## src/rtl/jt6295_rom_arb_if.sv

```systemverilog
// Bus bundle between the JT6295 ROM arbiter, its requesters and the sample ROM.
// The arbiter uses the slave modport; the requester/ROM side uses master.
interface jt6295_rom_arb_if;
    logic        ctrl_req;
    logic [9:0]  ctrl_addr;
    logic        ctrl_ack;
    logic [3:0]  ch_req;
    logic [71:0] ch_addr;
    logic [3:0]  ch_ack;
    logic [7:0]  dout;
    logic [17:0] rom_addr;
    logic        rom_cs;
    logic [7:0]  rom_data;
    logic        rom_ok;
    logic        busy;
    logic        tout_err;

    modport slave (
        input  ctrl_req, ctrl_addr, ch_req, ch_addr, rom_data, rom_ok,
        output ctrl_ack, ch_ack, dout, rom_addr, rom_cs, busy, tout_err
    );

    modport master (
        output ctrl_req, ctrl_addr, ch_req, ch_addr, rom_data, rom_ok,
        input  ctrl_ack, ch_ack, dout, rom_addr, rom_cs, busy, tout_err
    );
endinterface

```

## src/rtl/jt6295_rom_arb.sv

```systemverilog
// Single-port ADPCM sample ROM arbiter: the controller has fixed priority,
// the four channels share the remaining slots round-robin, one access at a time.
module jt6295_rom_arb #(
    parameter int SETTLE = 1,
    parameter int TOUT   = 0
) (
    input  logic            clk,
    input  logic            rst_n,
    jt6295_rom_arb_if.slave bus
);

    typedef enum logic [1:0] {
        ST_IDLE,
        ST_SETTLE,
        ST_WAIT
    } state_t;

    localparam logic [15:0] SETTLE_LAST = 16'(SETTLE - 1);
    localparam logic [15:0] TOUT_LAST   = 16'(TOUT - 1);
    localparam bit          SETTLE_EN   = (SETTLE != 0);
    localparam bit          TOUT_EN     = (TOUT != 0);

    state_t      state;
    state_t      next_state;
    logic [15:0] cnt;

    logic [17:0] ch_addr_a [4];
    logic        ctrl_cand;
    logic [3:0]  ch_cand;
    logic        win_ctrl;
    logic [3:0]  win_ch;
    logic [17:0] win_addr;
    logic        found;
    logic [1:0]  idx;

    logic        gnt_ctrl;
    logic [3:0]  gnt_ch;
    logic        mask_ctrl;
    logic [3:0]  mask_ch;
    logic [1:0]  last_ch;

    logic        grant;
    logic        done_ok;
    logic        done_tout;
    logic        busy_c;

    logic [17:0] rom_addr_q;
    logic        rom_cs_q;
    logic [7:0]  dout_q;
    logic        ctrl_ack_q;
    logic [3:0]  ch_ack_q;
    logic        tout_err_q;

    always_comb begin
        for (int n = 0; n < 4; n++) begin
            ch_addr_a[n] = bus.ch_addr[18*n +: 18];
        end
    end

    // The mask hides the requester acked last, for one IDLE cycle only.
    always_comb begin
        ctrl_cand = bus.ctrl_req & ~mask_ctrl;
        ch_cand   = bus.ch_req & ~mask_ch;
        win_ctrl  = 1'b0;
        win_ch    = 4'b0000;
        win_addr  = 18'd0;
        found     = 1'b0;
        idx       = 2'd0;
        if (ctrl_cand) begin
            win_ctrl = 1'b1;
            win_addr = {8'd0, bus.ctrl_addr};
        end else begin
            for (int k = 1; k <= 4; k++) begin
                idx = last_ch + 2'(k);
                if (!found && ch_cand[idx]) begin
                    found       = 1'b1;
                    win_ch[idx] = 1'b1;
                    win_addr    = ch_addr_a[idx];
                end
            end
        end
    end

    always_ff @(posedge clk or negedge rst_n) begin
        if (!rst_n) begin
            state <= ST_IDLE;
        end else begin
            state <= next_state;
        end
    end

    always_comb begin
        next_state = state;
        grant      = 1'b0;
        done_ok    = 1'b0;
        done_tout  = 1'b0;
        case (state)
            ST_IDLE: begin
                if (win_ctrl || (|win_ch)) begin
                    grant      = 1'b1;
                    next_state = SETTLE_EN ? ST_SETTLE : ST_WAIT;
                end
            end
            ST_SETTLE: begin
                if (cnt == SETTLE_LAST) begin
                    next_state = ST_WAIT;
                end
            end
            ST_WAIT: begin
                if (bus.rom_ok) begin
                    done_ok    = 1'b1;
                    next_state = ST_IDLE;
                end else if (TOUT_EN && (cnt == TOUT_LAST)) begin
                    done_tout  = 1'b1;
                    next_state = ST_IDLE;
                end
            end
            default: next_state = ST_IDLE;
        endcase
    end

    always_comb begin
        busy_c = (state != ST_IDLE);
    end

    // One counter serves both the settle window and the timeout; it restarts on every state change.
    always_ff @(posedge clk or negedge rst_n) begin
        if (!rst_n) begin
            cnt        <= 16'd0;
            rom_addr_q <= 18'd0;
            rom_cs_q   <= 1'b0;
            dout_q     <= 8'd0;
            ctrl_ack_q <= 1'b0;
            ch_ack_q   <= 4'b0000;
            tout_err_q <= 1'b0;
            gnt_ctrl   <= 1'b0;
            gnt_ch     <= 4'b0000;
            mask_ctrl  <= 1'b0;
            mask_ch    <= 4'b0000;
            last_ch    <= 2'd3;
        end else begin
            ctrl_ack_q <= 1'b0;
            ch_ack_q   <= 4'b0000;
            tout_err_q <= 1'b0;

            if ((state == next_state) && (state != ST_IDLE)) begin
                cnt <= cnt + 16'd1;
            end else begin
                cnt <= 16'd0;
            end

            if (state == ST_IDLE) begin
                mask_ctrl <= 1'b0;
                mask_ch   <= 4'b0000;
            end

            if (grant) begin
                rom_addr_q <= win_addr;
                rom_cs_q   <= 1'b1;
                gnt_ctrl   <= win_ctrl;
                gnt_ch     <= win_ch;
            end

            if (done_ok || done_tout) begin
                dout_q     <= done_ok ? bus.rom_data : 8'h00;
                ctrl_ack_q <= gnt_ctrl;
                ch_ack_q   <= gnt_ch;
                tout_err_q <= done_tout;
                rom_cs_q   <= 1'b0;
                mask_ctrl  <= gnt_ctrl;
                mask_ch    <= gnt_ch;
                if (!gnt_ctrl) begin
                    last_ch <= {gnt_ch[3] | gnt_ch[2], gnt_ch[3] | gnt_ch[1]};
                end
            end
        end
    end

    assign bus.rom_addr = rom_addr_q;
    assign bus.rom_cs   = rom_cs_q;
    assign bus.dout     = dout_q;
    assign bus.ctrl_ack = ctrl_ack_q;
    assign bus.ch_ack   = ch_ack_q;
    assign bus.tout_err = tout_err_q;
    assign bus.busy     = busy_c;

endmodule

```

## src/flat_wrapper.sv

```systemverilog
// flat-port wrapper written by rule: the top's interface ports become plain ports
module jt6295_rom_arb_flat 
#(
    parameter int SETTLE = 1,
    parameter int TOUT   = 0
)
  (clk, rst_n, bus_ctrl_req, bus_ctrl_addr, bus_ch_req, bus_ch_addr, bus_rom_data, bus_rom_ok, bus_ctrl_ack, bus_ch_ack, bus_dout, bus_rom_addr, bus_rom_cs, bus_busy, bus_tout_err);
  jt6295_rom_arb_if bus_i ();
  input  logic clk;
  input  logic rst_n;
  input wire logic [$bits(bus_i.ctrl_req)-1:0] bus_ctrl_req;
  input wire logic [$bits(bus_i.ctrl_addr)-1:0] bus_ctrl_addr;
  input wire logic [$bits(bus_i.ch_req)-1:0] bus_ch_req;
  input wire logic [$bits(bus_i.ch_addr)-1:0] bus_ch_addr;
  input wire logic [$bits(bus_i.rom_data)-1:0] bus_rom_data;
  input wire logic [$bits(bus_i.rom_ok)-1:0] bus_rom_ok;
  output wire logic [$bits(bus_i.ctrl_ack)-1:0] bus_ctrl_ack;
  output wire logic [$bits(bus_i.ch_ack)-1:0] bus_ch_ack;
  output wire logic [$bits(bus_i.dout)-1:0] bus_dout;
  output wire logic [$bits(bus_i.rom_addr)-1:0] bus_rom_addr;
  output wire logic [$bits(bus_i.rom_cs)-1:0] bus_rom_cs;
  output wire logic [$bits(bus_i.busy)-1:0] bus_busy;
  output wire logic [$bits(bus_i.tout_err)-1:0] bus_tout_err;
  assign bus_i.ctrl_req = bus_ctrl_req;
  assign bus_i.ctrl_addr = bus_ctrl_addr;
  assign bus_i.ch_req = bus_ch_req;
  assign bus_i.ch_addr = bus_ch_addr;
  assign bus_i.rom_data = bus_rom_data;
  assign bus_i.rom_ok = bus_rom_ok;
  assign bus_ctrl_ack = bus_i.ctrl_ack;
  assign bus_ch_ack = bus_i.ch_ack;
  assign bus_dout = bus_i.dout;
  assign bus_rom_addr = bus_i.rom_addr;
  assign bus_rom_cs = bus_i.rom_cs;
  assign bus_busy = bus_i.busy;
  assign bus_tout_err = bus_i.tout_err;
  jt6295_rom_arb #(.SETTLE(SETTLE), .TOUT(TOUT)) u_core (.clk(clk), .rst_n(rst_n), .bus(bus_i));
endmodule
```

## config.mk

```make
export PLATFORM = sky130hd
export DESIGN_NAME = jt6295_rom_arb_flat
export DESIGN_NICKNAME = d
export VERILOG_FILES = /design/src/rtl/jt6295_rom_arb_if.sv /design/src/rtl/jt6295_rom_arb.sv /design/src/flat_wrapper.sv
export SDC_FILE = /design/constraint.sdc
export NUM_CORES = 1
export LEC_CHECK = 0
export CORE_MARGIN = 1.5
export CORE_UTILIZATION = 51
export CTS_BUF_LIST = sky130_fd_sc_hd__clkbuf_8 sky130_fd_sc_hd__clkbuf_16
export DETAILED_ROUTE_END_ITERATION = 8
export PLACE_DENSITY = 0.93
export SLEW_MARGIN = 20
export SYNTH_ARGS = -nofsm -noshare
export SYNTH_HDL_FRONTEND = slang
export SYNTH_SLANG_ARGS = --single-unit
export TNS_END_PERCENT = 1
```

## constraint.sdc

```tcl
create_clock -name clk -period 3.48 [get_ports clk]
set_clock_uncertainty 0.05 [all_clocks]
set_input_delay 1.044 -clock clk [delete_from_list [all_inputs] [get_ports clk]]
set_output_delay 1.044 -clock clk [all_outputs]
set_load 0.01 [all_outputs]
```

==> reports/results.txt <==
FF-to-FF End: u_core.bus.rom_addr[17]
Worst Hold Depth: 1
Synth Flop Type: dfrtp_1
crit-path max FO: 8
die width: 104.6 um
Worst Tran Pin Value: 0.7128 ns
flops & latches, synth: 62
CP startpoint kind: primary input
Hold Fails Final Rpt: 0
clock buffer count from CTS: 9
HP Start: u_core.mask_ctrl
chip height: 104.6 um
met3 Usage GRT: 5.115%
kind of critical path: primary input to flip-flop
Starting Density: 53.14%
CTS clock-pin slew for the worst setup and hold paths: 0.07 ns
VDD IR max: 0.4752 mV
antenna cells: 0
layout cells sized above 1: 24.25%
Synth Area in XOR/XNOR: 2.162%
WHS Endpoint: u_core.mask_ctrl
CTS tree: done
full die area: 0.01094 mm^2
M1 GR Usage: 34.78%
Placed Cells: 716
largest net degree at the start of global routing: 82
HP Class: flip-flop to flip-flop
number of flops mapped to enable cells by yosys: 0
library cells used by synthesis: 56
Final setup viols: 0
fraction of registers with async set/reset: 100.0%
largest family of logic cells by synthesized area: multiplexers
Skew-Pair Late Insertion Delay: 0.34 ns
# hold bufs at CTS: 0
synthesized instance count: 466
CTS Buffer Depth: 2
vias in the first global route: 4926
endpoint type of the worst setup path: flip-flop
HPWL Detailed: 10.94 mm
CP startpoint: bus_ch_req[2]
CP required: 3.64 ns
sequential area share after synthesis: 29.51%
Worst Reg-to-Reg Cells: 7
worst reg2reg path startpoint: u_core.last_ch[1]
total power: 5.553 mW
Finished Layout Cells: 735
hold_ws: 0.4478 ns
Tcrit/Tclk final: 98.34%
P&R area growth vs syn: 33.52%
routed wire length: 14.90 mm
vias: 4864
DRT iter0 DRCs: 513
Post-Synth Simple-Gate Area: 12.47%
PortBufs: 130
gr usage total: 27.94%
final core utilization: 70.96%
compound-gate portion of the synthesized area: 15.59%
mux share of post-synthesis cell area: 33.78%
worst reg2reg setup slack: 0.18 ns
first-pass GRT wire length: 24.26 mm
Worst EP arrival: 3.58 ns
core area: 0.009910 mm^2
first drt pass iteration count: 6
Max Cap Violations: 0
GRT overflow: 0
Routed WL per cell: 20.27 um
DRC Markers: 0
status: finished clean
top-level port count: 132
Final Max Slew Viols: 0
Avg Inst Size Synth: 11.30 um^2
# rows: 36
setup ws final: 0.05791 ns
clk root buf: clkbuf_8
post-route ant nets: 0
Synth Warn #: 0
most used routing layer: met2
pre-CTS setup slack: -0.3420 ns
H-tree depth: 3
initial antenna violation count: 0
P_leak: 2.765 nW
synthesized area: 0.005266 mm^2
Post-Syn Nets: 574
Power Dens Cells: 789.7 mW/mm^2
most common cell after layout, fill and taps aside: clkdlybuf4s50_1
Sinks on Clock Net: 62
most frequent cells in the layout: 128 x clkdlybuf4s50_1, 75 x mux4_2, 60 x dfrtp_1, 46 x nand2_1, 27 x nor2_1
met2 Resource Use GR: 46.62%
routability cong.: 0.8896
Post-Synth Adder-Cell Area: 2.376%
Final nets: 705
fin crit period: 3.422 ns
FMAX: 292.2 MHz
Vias/cell: 6.618
RSZ-0062 raised after global routing: false
Max transition margin: 52.48%
[power by group]
| group | leakage [nW] | internal (mW) | total (mW) | switching [mW] |
|---|---|---|---|---|
| logic | 1.85 | 1.98 | 3.85 | 1.87 |
| clock network | 0.105 | 0.342 | 0.619 | 0.276 |
| registers | 0.808 | 0.942 | 1.09 | 0.145 |
| total | 2.77 | 3.26 | 5.55 | 2.29 |
[routing by layer]
| layer | share of wire [%] | vias to the layer above |
|---|---|---|
| li1 | - | 2103 |
| met1 | 36 | 2344 |
| met2 | 49 | 372 |
| met3 | 11 | 45 |
| met4 | 3.7 | 0 |
| met5 | 0 | - |
[cells in the mapped netlist, types with 2 or more instances]
cell / instances / area, um^2
o22ai_2: 3 / 37.54
nand4_1: 4 / 25.02
nor3_1: 9 / 45.04
a21o_1: 17 / 127.6
a21oi_1: 21 / 105.1
o21a_1: 2 / 15.01
nor4_1: 2 / 12.51
xor2_1: 8 / 70.07
buf_1: 3 / 11.26
and2b_1: 3 / 22.52
mux4_2: 75 / 1689
a222oi_1: 2 / 20.02
dfstp_2: 2 / 52.55
nand2_1: 46 / 172.7
or2_2: 3 / 18.77
dfrtp_1: 60 / 1501
xnor2_1: 5 / 43.79
a31o_2: 3 / 26.28
ha_1: 10 / 125.1
and3_1: 5 / 31.28
nor2b_1: 5 / 31.28
nand3_1: 16 / 80.08
inv_1: 7 / 26.28
mux2_2: 8 / 90.09
o22ai_1: 17 / 106.4
o21ai_0: 16 / 80.08
clkbuf_1: 20 / 75.07
a22oi_1: 8 / 60.06
nor2_1: 28 / 105.1
buf_6: 3 / 33.78
a221o_1: 11 / 110.1
and2_1: 6 / 37.54
nand2b_1: 6 / 37.54
buf_2: 10 / 50.05
[final cells by class]
cell class                 instances  area (um^2)
multi-input combinational        358         3510
fill                             666         2878
timing repair buffer             158         1575
sequential                        62         1558
tap                              133        166.4
clock buffer                      10        137.6
clock inverter                     6        55.05
inverter                           8        30.03
[sequential cells by signal, indices dropped and copies added (netlist names)]
register	cells
u_core.gnt_ch	4
u_core.mask_ctrl	1
u_core.last_ch	2
u_core.bus.rom_cs	1
u_core.mask_ch	4
u_core.cnt	16
u_core.state	2
u_core.bus.rom_addr	18
u_core.bus.ctrl_ack	1
u_core.bus.ch_ack	4
u_core.gnt_ctrl	1
u_core.bus.dout	8
[worst max path at each step]
stage                                    to
CTS                 u_core.bus.rom_addr[12]
global placement    u_core.bus.rom_addr[13]
floorplan            u_core.bus.rom_addr[0]
finish              u_core.bus.rom_addr[17]
detailed placement  u_core.bus.rom_addr[13]
global route        u_core.bus.rom_addr[13]
[critical path: stages]
cell	delay [ns]
clkdlybuf4s50_1	0.43
and2b_1	0.20
mux4_2	0.50
buf_6	0.14
and2_1	0.16
a2111o_1	0.50
o31ai_4	0.45
o22ai_1	0.15
[cell families after synthesis]
kind of cell / after synthesis
AOI/OAI and AO/OA: 114
xor gates and xnor gates: 13
adders and majority gates: 10
buffers and inverters: 46
DFF: 62
muxes: 83
other: 1
and+or+nand+nor: 137
[timing repair]
action	CTS	global route
setup endpoints to repair	0	24
setup buffers	0	3
resized for setup	0	5
[through the flow]
stage	TNS (ns)	instance area, um^2
after floorplan	0	5266
after global placement	-3.911	6805
after detailed placement	-6.329	6805
after CTS	0	6998
after global routing	0	7032
final	0	7032
No activity file was read; power rests on OpenSTA's default activity.
==> edit: new RTL, config.mk and constraints unchanged <==
Re-encode `state_t` (3 states) as one-hot, 3 bits wide.
--- a/src/rtl/jt6295_rom_arb.sv
+++ b/src/rtl/jt6295_rom_arb.sv
@@ -9,10 +9,10 @@
     jt6295_rom_arb_if.slave bus
 );
 
-    typedef enum logic [1:0] {
-        ST_IDLE,
-        ST_SETTLE,
-        ST_WAIT
+    typedef enum logic [2:0] {
+        ST_IDLE   = 3'b001,
+        ST_SETTLE = 3'b010,
+        ST_WAIT   = 3'b100
     } state_t;
 
     localparam logic [15:0] SETTLE_LAST = 16'(SETTLE - 1);
Behaviour: same outputs for any inputs over 10 cycles, from zero or initial values and one cycle with rst_n low; not proved beyond that.
==> edit against the unedited design <==
- area after synthesis fell by 2.2%
- routed wire length is 4.6% lower
- cell area grew 0.20%
- critical path type unchanged
- cell count shrank 3.8%
- worst hold slack worse by 27 ps
- maximum frequency decreased by 0.57%
- power up 6.2%
- worst setup slack worse by 20 ps
- sequential cell count grew 1
- largest power group unchanged
==> edit: results (changes against the unedited design) <==
| Metric | Value |
|---|---|
| Global-route wire length before repair | `23.1 mm (-4.8%)` |
| Result of the run | `finished, final reports clean` |
| Relative slew margins | `0.583 (+0.0583)` |
| Top area cells in the synthesized netlist | `mux4_2 32%, dfrtp_1 29%, nor2_1 2.7%` |
| Maximum fanout count along the critical path | `7 (-1)` |
| Top cells by instance count after synthesis | `74 x mux4_2, 60 x dfrtp_1, 37 x nor2_1, 28 x nand2_1, 22 x clkbuf_1` |
| Average detailed-routed wire length per instance | `20.1 um (-0.81%)` |
| Number of global-route vias before repair | `4,646 (-5.7%)` |
| Maximum number of pins on one net before global-route repair | `64 (-22%)` |
| Average cell area after synthesis | `12.0 sq um (+6.5%)` |
| IR Drop Worst-Case VDD | `467 uV (-1.7%)` |
| M1 wire length | `5.32 mm (-0.54%)` |
| Met2 Wirelength | `7.25 mm (-1.7%)` |
| Estimated wirelength of the detail-placed design | `10.0 mm (-8.3%)` |
| Hold path startpoint | `u_core.mask_ctrl` |
| Total of cells resized after clock tree synthesis | `17 (+17)` |
| Unique masters post-synth | `49 (-13%)` |
| Total number of vias | `4,605 (-5.3%)` |
| Fraction of layout cells with a size suffix above 1 | `0.288 (+0.0454)` |
| Synth Net Count | `536 (-6.6%)` |
| Proportion of synthesized chip area in sequential cells | `0.307 (+0.0116)` |
| Dpl cell area | `0.00674 sq mm (-0.94%)` |
| Total global-route track usage | `0.269 (-0.0104)` |
| Met1 Use GR | `0.344 (-0.00375)` |
| Met2 Resource Use GR | `0.447 (-0.0195)` |
| Final Slew Violations | `0 (unchanged)` |
| Arrival time at the worst endpoint | `3610 ps (+30 ps)` |
| Instance count after placement with tap cells included | `684 (-4.5%)` |
| Logic depth of the worst register-to-register path | `9 (+2)` |
| Initial DRC count | `372 (-27%)` |
| Utilization after layout | `0.721 (+0.0112)` |
| Worst r2r src | `u_core.last_ch[0]` |
| Fill count | `633 (-5.0%)` |
| Fin nets | `676 (-4.1%)` |
| Wire length after detailed routing | `14.2 mm (-4.6%)` |
| Met3 Wirelength | `1.25 mm (-23%)` |
| First-pass iteration count of the detailed router | `7 (+1)` |
| Post-CTS Setup Bufs | `4 (+4)` |
| Met3 demand-to-capacity share in global routing | `0.0604 (+0.00926)` |
| Antenna violations before repair | `1 (+1)` |
| GP Congestion | `0.820 (-7.8%)` |
| Static leakage power | `2.76 nW (about the same)` |
edit: worst paths after layout:
check	slack [ps]	to
setup reg to reg	140	u_core.bus.rom_addr[5]
max in group asynchronous	2420	u_core.state[0]
hold / removal	420	u_core.mask_ctrl
hold reg to reg	420	u_core.mask_ctrl
setup / recovery	40	u_core.bus.rom_addr[5]
min in group asynchronous	660	u_core.bus.ch_ack[3]
edit: through the flow:
stage	worst slack, ps	hold slack (ps)
after detailed placement	-686	407
after global placement	-597	400
after floorplan	-217	390
final	38.4	420
after global routing	0.848	449
after CTS	18.1	422
edit: worst max-delay path: stages:
cell and delay (ps):
clkbuf_2 90, nor2b_4 120, mux4_2 540, and2_4 190, a221o_1 260, a221o_1 290
or4_4 520, and2_4 230, mux2_4 310
edit: final cells by class:
| type | instances | area [sq um] | share of cell area |
|---|---|---|---|
| multi-input combinational | 322 | 3490 | 0.495 |
| sequential | 63 | 1580 | 0.225 |
| timing repair buffer | 163 | 1570 | 0.222 |
| tap | 133 | 166 | 0.0236 |
| clock buffer | 11 | 151 | 0.0215 |
| clock inverter | 5 | 50.0 | 0.00710 |
| inverter | 9 | 33.8 | 0.00479 |
| antenna | 1 | 2.50 | 0.000355 |
edit: where the power goes:
group	total, mW	switching [mW]	leakage (nW)	internal [mW]
registers	1.13	0.168	0.814	0.959
clock network	0.642	0.279	0.108	0.363
logic	4.13	1.85	1.84	2.28
edit: logic make-up (layout without fill, tap and decap cells):
logic type | after synthesis | after routing | synth area share
buffers and inverters | 44 | 188 | 0.0357
flip-flops | 63 | 63 | 0.307
adder cells (fa/ha/maj) | 10 | 10 | 0.0243
multiplexers | 92 | 92 | 0.369
other | 1 | 2 | 0.000728
AND/OR/NAND/NOR | 129 | 130 | 0.123
XOR/XNOR | 14 | 14 | 0.0238
AO/OA/AOI/OAI | 75 | 75 | 0.117
